`src/rtl/mc_ctrl.sv`:
```
// Multi-cycle control unit: sequences IF/ID/EX/MEM/WB for the RV32 subset CPU,
// drives all datapath strobes and mux selects, and counts retired instructions.
module mc_ctrl #(
  parameter int unsigned CNT_W = 32
) (
  input  logic             clk,
  input  logic             rst,
  input  logic             IS_R,
  input  logic             IS_IMM,
  input  logic             IS_LUI,
  input  logic             IS_LW,
  input  logic             IS_SW,
  input  logic             IS_BEQ,
  input  logic             IS_JAL,
  input  logic             IS_JALR,
  input  logic [3:0]       ALU_OP,
  input  logic             ZF,
  input  logic             mem_ready,
  output logic             PC_Write,
  output logic             IR_Write,
  output logic             Write_Reg,
  output logic             Mem_Read,
  output logic             Mem_Write,
  output logic [1:0]       PC_s,
  output logic             ALU_A_s,
  output logic [1:0]       ALU_B_s,
  output logic [1:0]       rd_s,
  output logic [3:0]       ALU_OP_out,
  output logic [3:0]       state,
  output logic             instr_done,
  output logic             illegal,
  output logic [CNT_W-1:0] retired
);

  localparam logic [3:0] S_IDLE    = 4'd0;
  localparam logic [3:0] S_IF      = 4'd1;
  localparam logic [3:0] S_ID      = 4'd2;
  localparam logic [3:0] S_EX_R    = 4'd3;
  localparam logic [3:0] S_EX_I    = 4'd4;
  localparam logic [3:0] S_WB_ALU  = 4'd5;
  localparam logic [3:0] S_WB_LUI  = 4'd6;
  localparam logic [3:0] S_EX_ADDR = 4'd7;
  localparam logic [3:0] S_MEM_RD  = 4'd8;
  localparam logic [3:0] S_WB_LW   = 4'd9;
  localparam logic [3:0] S_MEM_WR  = 4'd10;
  localparam logic [3:0] S_EX_BEQ  = 4'd11;
  localparam logic [3:0] S_EX_JAL  = 4'd12;
  localparam logic [3:0] S_EX_JALR = 4'd13;

  localparam logic [3:0] ALU_ADD = 4'b0000;
  localparam logic [3:0] ALU_SUB = 4'b1000;

  localparam logic [1:0] PCS_PLUS4 = 2'b00;
  localparam logic [1:0] PCS_BRJ   = 2'b01;
  localparam logic [1:0] PCS_ALU   = 2'b10;

  localparam logic [1:0] BS_REG  = 2'b00;
  localparam logic [1:0] BS_IMM  = 2'b01;

  localparam logic [1:0] RD_ALU  = 2'b00;
  localparam logic [1:0] RD_IMM  = 2'b01;
  localparam logic [1:0] RD_LINK = 2'b10;
  localparam logic [1:0] RD_MDR  = 2'b11;

  logic [3:0]       r_state;
  logic [3:0]       w_next;
  logic [CNT_W-1:0] r_retired;

  logic w_pc_write;
  logic w_ir_write;
  logic w_write_reg;
  logic w_mem_read;
  logic w_mem_write;
  logic w_done;
  logic w_illegal;
  logic w_no_flag;

  assign w_no_flag = ~(IS_R | IS_IMM | IS_LUI | IS_LW | IS_SW | IS_BEQ | IS_JAL | IS_JALR);

  always_ff @(posedge clk) begin
    if (rst) begin
      r_state   <= S_IDLE;
      r_retired <= '0;
    end else begin
      r_state <= w_next;
      if (w_done) r_retired <= r_retired + CNT_W'(1);
    end
  end

  always_comb begin
    w_next = S_IF;
    case (r_state)
      S_IDLE:    w_next = S_IF;
      S_IF:      w_next = S_ID;
      S_ID: begin
        if (IS_R)                w_next = S_EX_R;
        else if (IS_IMM)         w_next = S_EX_I;
        else if (IS_LUI)         w_next = S_WB_LUI;
        else if (IS_LW || IS_SW) w_next = S_EX_ADDR;
        else if (IS_BEQ)         w_next = S_EX_BEQ;
        else if (IS_JAL)         w_next = S_EX_JAL;
        else if (IS_JALR)        w_next = S_EX_JALR;
        else                     w_next = S_IF;
      end
      S_EX_R:    w_next = S_WB_ALU;
      S_EX_I:    w_next = S_WB_ALU;
      S_EX_ADDR: w_next = IS_LW ? S_MEM_RD : S_MEM_WR;
      S_MEM_RD:  w_next = mem_ready ? S_WB_LW : S_MEM_RD;
      S_MEM_WR:  w_next = mem_ready ? S_IF : S_MEM_WR;
      default:   w_next = S_IF;
    endcase
  end

  always_comb begin
    w_pc_write  = 1'b0;
    w_ir_write  = 1'b0;
    w_write_reg = 1'b0;
    w_mem_read  = 1'b0;
    w_mem_write = 1'b0;
    w_done      = 1'b0;
    w_illegal   = 1'b0;
    PC_s        = PCS_PLUS4;
    ALU_A_s     = 1'b0;
    ALU_B_s     = BS_REG;
    rd_s        = RD_ALU;
    ALU_OP_out  = ALU_ADD;
    case (r_state)
      S_IF: begin
        w_ir_write = 1'b1;
        w_pc_write = 1'b1;
        PC_s       = PCS_PLUS4;
      end
      S_ID:      w_illegal = w_no_flag;
      S_EX_R: begin
        ALU_B_s    = BS_REG;
        ALU_OP_out = ALU_OP;
      end
      S_EX_I: begin
        ALU_B_s    = BS_IMM;
        ALU_OP_out = ALU_OP;
      end
      S_WB_ALU: begin
        rd_s        = RD_ALU;
        w_write_reg = 1'b1;
        w_done      = 1'b1;
      end
      S_WB_LUI: begin
        rd_s        = RD_IMM;
        w_write_reg = 1'b1;
        w_done      = 1'b1;
      end
      S_EX_ADDR: begin
        ALU_B_s    = BS_IMM;
        ALU_OP_out = ALU_ADD;
      end
      S_MEM_RD:  w_mem_read = 1'b1;
      S_WB_LW: begin
        rd_s        = RD_MDR;
        w_write_reg = 1'b1;
        w_done      = 1'b1;
      end
      S_MEM_WR: begin
        w_mem_write = 1'b1;
        w_done      = mem_ready;
      end
      // Branch compares A-B via subtract; the PC strobe follows ZF in the same cycle.
      S_EX_BEQ: begin
        ALU_B_s    = BS_REG;
        ALU_OP_out = ALU_SUB;
        PC_s       = PCS_BRJ;
        w_pc_write = ZF;
        w_done     = 1'b1;
      end
      S_EX_JAL: begin
        rd_s        = RD_LINK;
        w_write_reg = 1'b1;
        PC_s        = PCS_BRJ;
        w_pc_write  = 1'b1;
        w_done      = 1'b1;
      end
      S_EX_JALR: begin
        ALU_B_s     = BS_IMM;
        ALU_OP_out  = ALU_ADD;
        rd_s        = RD_LINK;
        w_write_reg = 1'b1;
        PC_s        = PCS_ALU;
        w_pc_write  = 1'b1;
        w_done      = 1'b1;
      end
      default: ;
    endcase
  end

  // Reset masks every strobe immediately so an aborted instruction writes nothing.
  assign PC_Write   = w_pc_write  & ~rst;
  assign IR_Write   = w_ir_write  & ~rst;
  assign Write_Reg  = w_write_reg & ~rst;
  assign Mem_Read   = w_mem_read  & ~rst;
  assign Mem_Write  = w_mem_write & ~rst;
  assign instr_done = w_done      & ~rst;
  assign illegal    = w_illegal   & ~rst;
  assign state      = r_state;
  assign retired    = r_retired;

endmodule
```
`config.mk`:
```
export PLATFORM = sky130hd
export DESIGN_NAME = mc_ctrl
export DESIGN_NICKNAME = d
export VERILOG_FILES = /design/src/rtl/mc_ctrl.sv
export SDC_FILE = /design/constraint.sdc
export NUM_CORES = 1
export LEC_CHECK = 0
export CORE_UTILIZATION = 48
export CTS_BUF_LIST = sky130_fd_sc_hd__clkbuf_4 sky130_fd_sc_hd__clkbuf_8
export CTS_CLUSTER_SIZE = 20
export DETAILED_ROUTE_END_ITERATION = 7
export PLACE_DENSITY = 0.83
export SLEW_MARGIN = 25
export SYNTH_ARGS = -nofsm -noshare
export SYNTH_HDL_FRONTEND = slang
export SYNTH_SLANG_ARGS = --single-unit
```
`constraint.sdc`:
```
create_clock -name clk -period 2.1 [get_ports clk]
set_input_delay 0.21 -clock clk [delete_from_list [all_inputs] [get_ports clk]]
set_output_delay 0.21 -clock clk [all_outputs]
set_load 0.005 [all_outputs]
```
==> impl_results.md, run 1 <==
- Die height: 69.23 um
- Final cycle utilization of the critical path: 0.9982
- Final WL: 6069 um
- Area of the multi-input gates: 1344 um^2
- DR vias: 2330
- Clock sink total: 36
- Post-synth top area share: 0.3322
- Routed Antenna Nets: 0
- LEAKAGE: 0.001175 uW
- Slew at the pin closest to its max-slew limit: 0.5400 ns
- Finished Core Util: 0.7233
- Fill cells: 336
- Routed vias/inst: 5.899
- Worst hold path endpoint: retired[1]
- Ys async rst share: 0
- Io pins: 70
- Count of cell types in the netlist: 52
- DRC viols: 0
- Status: complete, no violations
- Worst hold path type: register to register
- Gr ovfl total: 0
- Storage cell area: 730.7 um^2
- Detailed Place HPWL: 4226 um
- Vias in the first global route: 2073
- DR iter-0 viols: 141
- Syn Area/Cell: 8.313 um^2
- Ys flop type: dfxtp_1
- Latest clock arrival within the worst-skew pair: 0.29 ns
- Worst Setup Path Type: register to output port
- Cts hold-fix bufs: 0
- Worst Setup End Kind: output port
- Slew Limit Fails: 0
- Largest net degree at the start of global routing: 18
- Routed len/inst: 15.36 um
- Clk_skew: 0.006473 ns
- Reg2reg path depth: 6
- PwrDens: 457.4 nW/um^2
- Hold Path Depth: 2
- Port bufs: 67
- Crit start category: register
- CP max stage cell: clkdlybuf4s50_1
- Slew HR: 0.6355
- Sequential element share of the synthesized area: 0.3322
- Number of synthesized flops with an enable pin: 0
- Total Nets Final: 360
- Most frequent CP cell: nor2_1
- Layout area overhead: 45.16%
- # diodes: 0
- Synthesized cell area: 2170 um^2
- Area contributors post-synth: dfxtp_1, xor2_1, nor2_1
- Initial antenna violation count: 0
- TritonCTS clock tree: done
- Longest Clk Path Bufs: 2
- Maximum clock frequency: 477.0 MHz
- CTS buffer count: 5
- First-pass GRT wire length: 9170 um
- Seq cells post-synth: 36
- Critical path cell sequence: and4bb_2 -> a21o_4 -> nor2_1 -> nor2_1 -> clkdlybuf4s50_1
- Placed cell area: 2959 um^2
- Root Buffer: clkbuf_8
- Warnings, synthesis: 0
- Peak VDD IR: 0.3308 mV
- Die X: 69.23 um
- Leading area contributor after synthesis: dfxtp_1
- FF-to-FF Start: retired[3]
- Cell area after layout: 3149 um^2
- Arr. time, crit path: 1.89 ns
- CORE AREA: 4354 um^2
- Unrepaired setup endpoints after global routing: yes
- Share of cells above drive strength 1: 0.1662
- Worst r2r dst: retired[24]
- Max cap viols: 0
- Post-Syn Instances: 261
- Clk slew on worst S/H paths: 0.07 ns
- FF-to-FF setup slack: 0.08 ns
- Final setup vio count: 0
- Die area: 4793 um^2
- Critical Path Max Stage Delay: 0.52 ns
- Initial Utilization: 0.4983
- Critical Path RT: 1.89 ns
- Rows: 24
- Fin Hold WS: 0.5036 ns
- Min cycle time layout: 2.096 ns
- HP Start: retired[1]
- H-tree Lvls: 2
- Post-route insts no fill: 395
- DRT Pass-1 Iters: 6
- Total global-route track usage: 0.2327
- CP Max Fanout: 10
- Placed cell count: 384
- Final hold violation count: 0
- GP Congestion: 0.8649
[Yosys cell counts, types with 3 or more instances]
master     number
a21oi_1        24
and2_1          3
and3_1          8
buf_4           5
buf_6           4
clkbuf_1       10
dfxtp_1        36
inv_1           6
nand2_1        16
nand3_1         4
nand4_1         3
nor2_1         33
nor2b_1         3
nor3_1          3
nor4_1          4
o2111ai_1       9
o211ai_1        4
o21ai_0        15
o31ai_1         5
or3_1           9
or4_1           5
xor2_1         16
[repair_timing]
action	in CTS	in global routing
buffers inserted	3	1
endpoints found under the setup margin	9	10
resized for setup	7	15
pin swaps	2	2
[registers in the layout, indices dropped and copies added, names as in the netlist]
register and count:
retired 32, state 4
[where the power goes]
part,internal [uW],switching (uW)
Clock,292,242
Sequential,691,13.7
Combinational,105,96.8
Total,1090,353
[cell usage in the layout, fill, tap and decap left out, types with 2 or more instances in the layout]
| cell | Yosys | routed |
|---|---|---|
| o31ai_1 | 5 | 5 |
| dfxtp_1 | 36 | 32 |
| clkbuf_8 | 0 | 7 |
| nor2b_1 | 3 | 2 |
| buf_4 | 5 | 26 |
| nand2_1 | 16 | 15 |
| clkdlybuf4s50_1 | 0 | 66 |
| o21ai_0 | 15 | 13 |
| nand2b_1 | 2 | 2 |
| or3_1 | 9 | 9 |
| and2_1 | 3 | 3 |
| and3_1 | 8 | 8 |
| nand4_4 | 2 | 2 |
| nor2_2 | 0 | 2 |
| o21ai_1 | 0 | 2 |
| inv_1 | 6 | 6 |
| dfxtp_4 | 0 | 2 |
| o2111ai_1 | 9 | 9 |
| nor2_1 | 33 | 30 |
| nor3_1 | 3 | 3 |
| xor2_1 | 16 | 16 |
| nand4_1 | 3 | 3 |
| a21oi_1 | 24 | 24 |
| conb_1 | 1 | 2 |
| o211ai_1 | 4 | 4 |
| xnor2_1 | 2 | 2 |
| nor4_1 | 4 | 4 |
| buf_6 | 4 | 2 |
| nand3_1 | 4 | 4 |
| o21bai_1 | 2 | 2 |
| or4_1 | 5 | 5 |
| nand3b_1 | 2 | 2 |
| dfxtp_2 | 0 | 2 |
[worst max-delay path: cells and delay by family, from the launching register on]
| kind | cells | cell delay, ns |
|---|---|---|
| flip-flops | 1 | 0.38 |
| AND/OR/NAND/NOR | 3 | 0.55 |
| AO/OA/AOI/OAI | 1 | 0.15 |
| buffers and inverters | 1 | 0.52 |
[area by class of cell]
class,count,share of cell area
clock buffers,7,0.03059
inverters,6,0.007151
multi-input cells,199,0.4267
flip-flops and latches,36,0.2320
well taps,52,0.02066
repair buffers,95,0.2829
[per-layer routing]
layer | vias to the layer above | global-route usage | part of all wire
li1 | 1111 | - | -
met1 | 1125 | 0.2815 | 0.42
met2 | 83 | 0.4164 | 0.52
met3 | 11 | 0.03779 | 0.050
met4 | 0 | 0.07710 | 0.013
met5 | - | 0 | 0
[cells by family (layout without fill, tap and decap cells)]
group	count (synthesis)	count (layout)	share of synthesized area
AND/OR/NAND/NOR	105	105	0.2814
AO/OA/AOI/OAI	73	73	0.2359
flip-flops	36	36	0.3322
buffers and inverters	27	108	0.07036
XOR/XNOR	18	18	0.07266
adder cells (fa/ha/maj)	1	1	0.005766
other	1	2	0.001728
[per-stage QoR]
| stage | power (uW) | TNS, ns | setup WS [ns] |
|---|---|---|---|
| floorplan | 813.9 | 0 | 0.3631 |
| global placement | 894.6 | 0 | 0.08011 |
| detailed placement | 898.3 | 0 | 0.02368 |
| CTS | 1424 | -0.08145 | -0.05585 |
| global route | 1483 | -0.2561 | -0.06498 |
| finish | 1441 | 0 | 0.003760 |
[worst max-delay path by stage]
stage	startpoint	to	depth (start not counted)
after floorplan	state[2]	retired[28]	7
after global placement	mem_ready	retired[26]	7
after detailed placement	mem_ready	retired[28]	7
after CTS	state[0]	instr_done	5
after global routing	state[2]	illegal	7
final	state[0]	instr_done	5
No activity file was read; power rests on OpenSTA's default activity.
==> run 2, diff against run 1 <==
--- a/config.mk
+++ b/config.mk
@@ -5,11 +5,14 @@
 export SDC_FILE = /design/constraint.sdc
 export NUM_CORES = 1
 export LEC_CHECK = 0
+export CAP_MARGIN = 40
 export CORE_UTILIZATION = 48
 export CTS_BUF_LIST = sky130_fd_sc_hd__clkbuf_4 sky130_fd_sc_hd__clkbuf_8
 export CTS_CLUSTER_SIZE = 20
 export DETAILED_ROUTE_END_ITERATION = 7
 export PLACE_DENSITY = 0.83
+export RECOVER_POWER = 50
+export SKIP_CTS_REPAIR_TIMING = 1
 export SLEW_MARGIN = 25
 export SYNTH_ARGS = -nofsm -noshare
 export SYNTH_HDL_FRONTEND = slang
==> run 2 against run 1 <==
Against the previous run:
- routed wire length fell by 2.9%
- sequential share of layout area is 0.098 points higher
- global-route usage decreased by 0.43 points
- critical path depth up 2
- highest routed layer unchanged
- first-iteration DRC count decreased by 11%
- design area hardly changed
==> impl_results.md, run 2 (synthesis results as in run 1) <==
- Status: complete, no violations
- Cell area after layout: 3147 um^2
- DRC viols: 0
- Routed Antenna Nets: 0
- Critical path cell sequence: buf_6 -> nor2_4 -> nand3b_1 -> nor2_2 -> nand4_1 -> nor2_1 -> clkdlybuf4s50_1
- Die height: 69.23 um
- Clock sink total: 36
- HP Start: retired[1]
- CP Buf/Inv Count: 2
- Total Nets Final: 359
- Critical Path Max Stage Delay: 0.50 ns
- # diodes: 0
- Placed cell area: 2959 um^2
- Worst Setup Path Type: register to output port
- DR vias: 2302
- Post-route insts no fill: 394
- LEAKAGE: 0.001170 uW
- Initial Utilization: 0.4983
- Rows: 24
- Longest Clk Path Bufs: 2
- TritonCTS clock tree: done
- Final cycle utilization of the critical path: 0.9834
- Min cycle time layout: 2.065 ns
- CP max stage cell: clkdlybuf4s50_1
- Most frequent cells in the layout: clkdlybuf4s50_1, dfxtp_1, nor2_1
- Vias in the first global route: 2017
- Critical Path Source: state[2]
- Detailed Place HPWL: 4226 um
- Share of cells above drive strength 1: 0.1608
- Slew at the pin closest to its max-slew limit: 0.5067 ns
- Worst hold path type: register to register
- Worst r2r dst: retired[24]
- Largest register FFs: 32
- Arr. time, crit path: 1.86 ns
- Gr ovfl total: 0
- GP Congestion: 0.8649
- Clk slew on worst S/H paths: 0.07 ns
- FF-to-FF setup slack: 0.10 ns
- Routed len/inst: 14.96 um
- Initial antenna violation count: 0
- CTS buffer count: 5
- Root Buffer: clkbuf_8
- H-tree Lvls: 2
- Final setup vio count: 0
- Final WL: 5896 um
- Maximum clock frequency: 484.2 MHz
- Finished Core Util: 0.7227
- FF-to-FF Start: retired[3]
- Slew Limit Fails: 0
- Unrepaired setup endpoints after global routing: yes
- Final hold violation count: 0
- DR iter-0 viols: 125
- Total global-route track usage: 0.2284
- Die X: 69.23 um
- Worst Setup End Kind: output port
- Layout area overhead: 45.04%
- Critical Path RT: 1.89 ns
- Reg2reg path depth: 6
- Max cap viols: 0
- Routed vias/inst: 5.843
- Slew HR: 0.6579
- First-pass GRT wire length: 9004 um
- PwrDens: 455.4 nW/um^2
- Commonest non-fill, non-tap cell in the layout: clkdlybuf4s50_1
- CP Max Fanout: 11
- Crit start category: register
- Die area: 4793 um^2
- CORE AREA: 4354 um^2
- Top cell family by delay on the critical path: buffers and inverters
- Largest net degree at the start of global routing: 18
- Peak VDD IR: 0.3307 mV
- Latest clock arrival within the worst-skew pair: 0.29 ns
- Setup tns final: 0 ns
- Clk_skew: 0.004414 ns
- Placed cell count: 384
- Worst hold path endpoint: retired[1]
- Port bufs: 67
- Hold Path Depth: 2
- Io pins: 70
- DRT Pass-1 Iters: 4
[run 2: worst max-delay path by stage]
stage,endpoint,slack (ns),depth (start not counted)
floorplan,retired[28],0.36,7
global placement,retired[26],0.08,7
detailed placement,retired[28],0.02,7
CTS,instr_done,-0.20,5
global route,illegal,-0.09,7
finish,illegal,0.03,7
[run 2: layout make-up]
type	count	area, um^2
repair buffers	94	883.3
multi-input cells	199	1346
inverters	6	22.52
flip-flops and latches	36	733.2
clock buffers	7	96.34
well taps	52	65.06
fillers	335	1207
[run 2: per-stage QoR]
step | hold WS (ns) | total power (uW) | setup WS [ns]
2_1_floorplan | 0.3971 | 813.9 | 0.3631
3_3_place_gp | 0.4704 | 894.6 | 0.08011
3_5_place_dp | 0.4842 | 898.3 | 0.02368
4_1_cts | 0.4981 | 1416 | -0.2033
5_1_grt | 0.5266 | 1476 | -0.09012
6_report | 0.5034 | 1433 | 0.03492
[run 2: worst reg2reg max path, delay by kind of cell (launching register included)]
family / cells / cell delay [ns]
buffers and inverters: 1 / 0.21
flip-flops: 1 / 0.42
AND/OR/NAND/NOR: 3 / 0.95
AO/OA/AOI/OAI: 2 / 0.35
[run 2: power by group]
group          switching, uW  total (uW)  internal (uW)  leakage (uW)
sequential              13.4         703            689      0.000293
combinational           95.2         198            103      0.000827
clock                    240         532            292     0.0000503
[run 2: per-layer routing]
layer | share of wire | track usage | vias up
met5 | 0 | 0 | -
met4 | 0.012 | 0.07710 | 0
met3 | 0.051 | 0.03779 | 9
met2 | 0.52 | 0.4035 | 75
met1 | 0.42 | 0.2797 | 1111
li1 | - | - | 1107
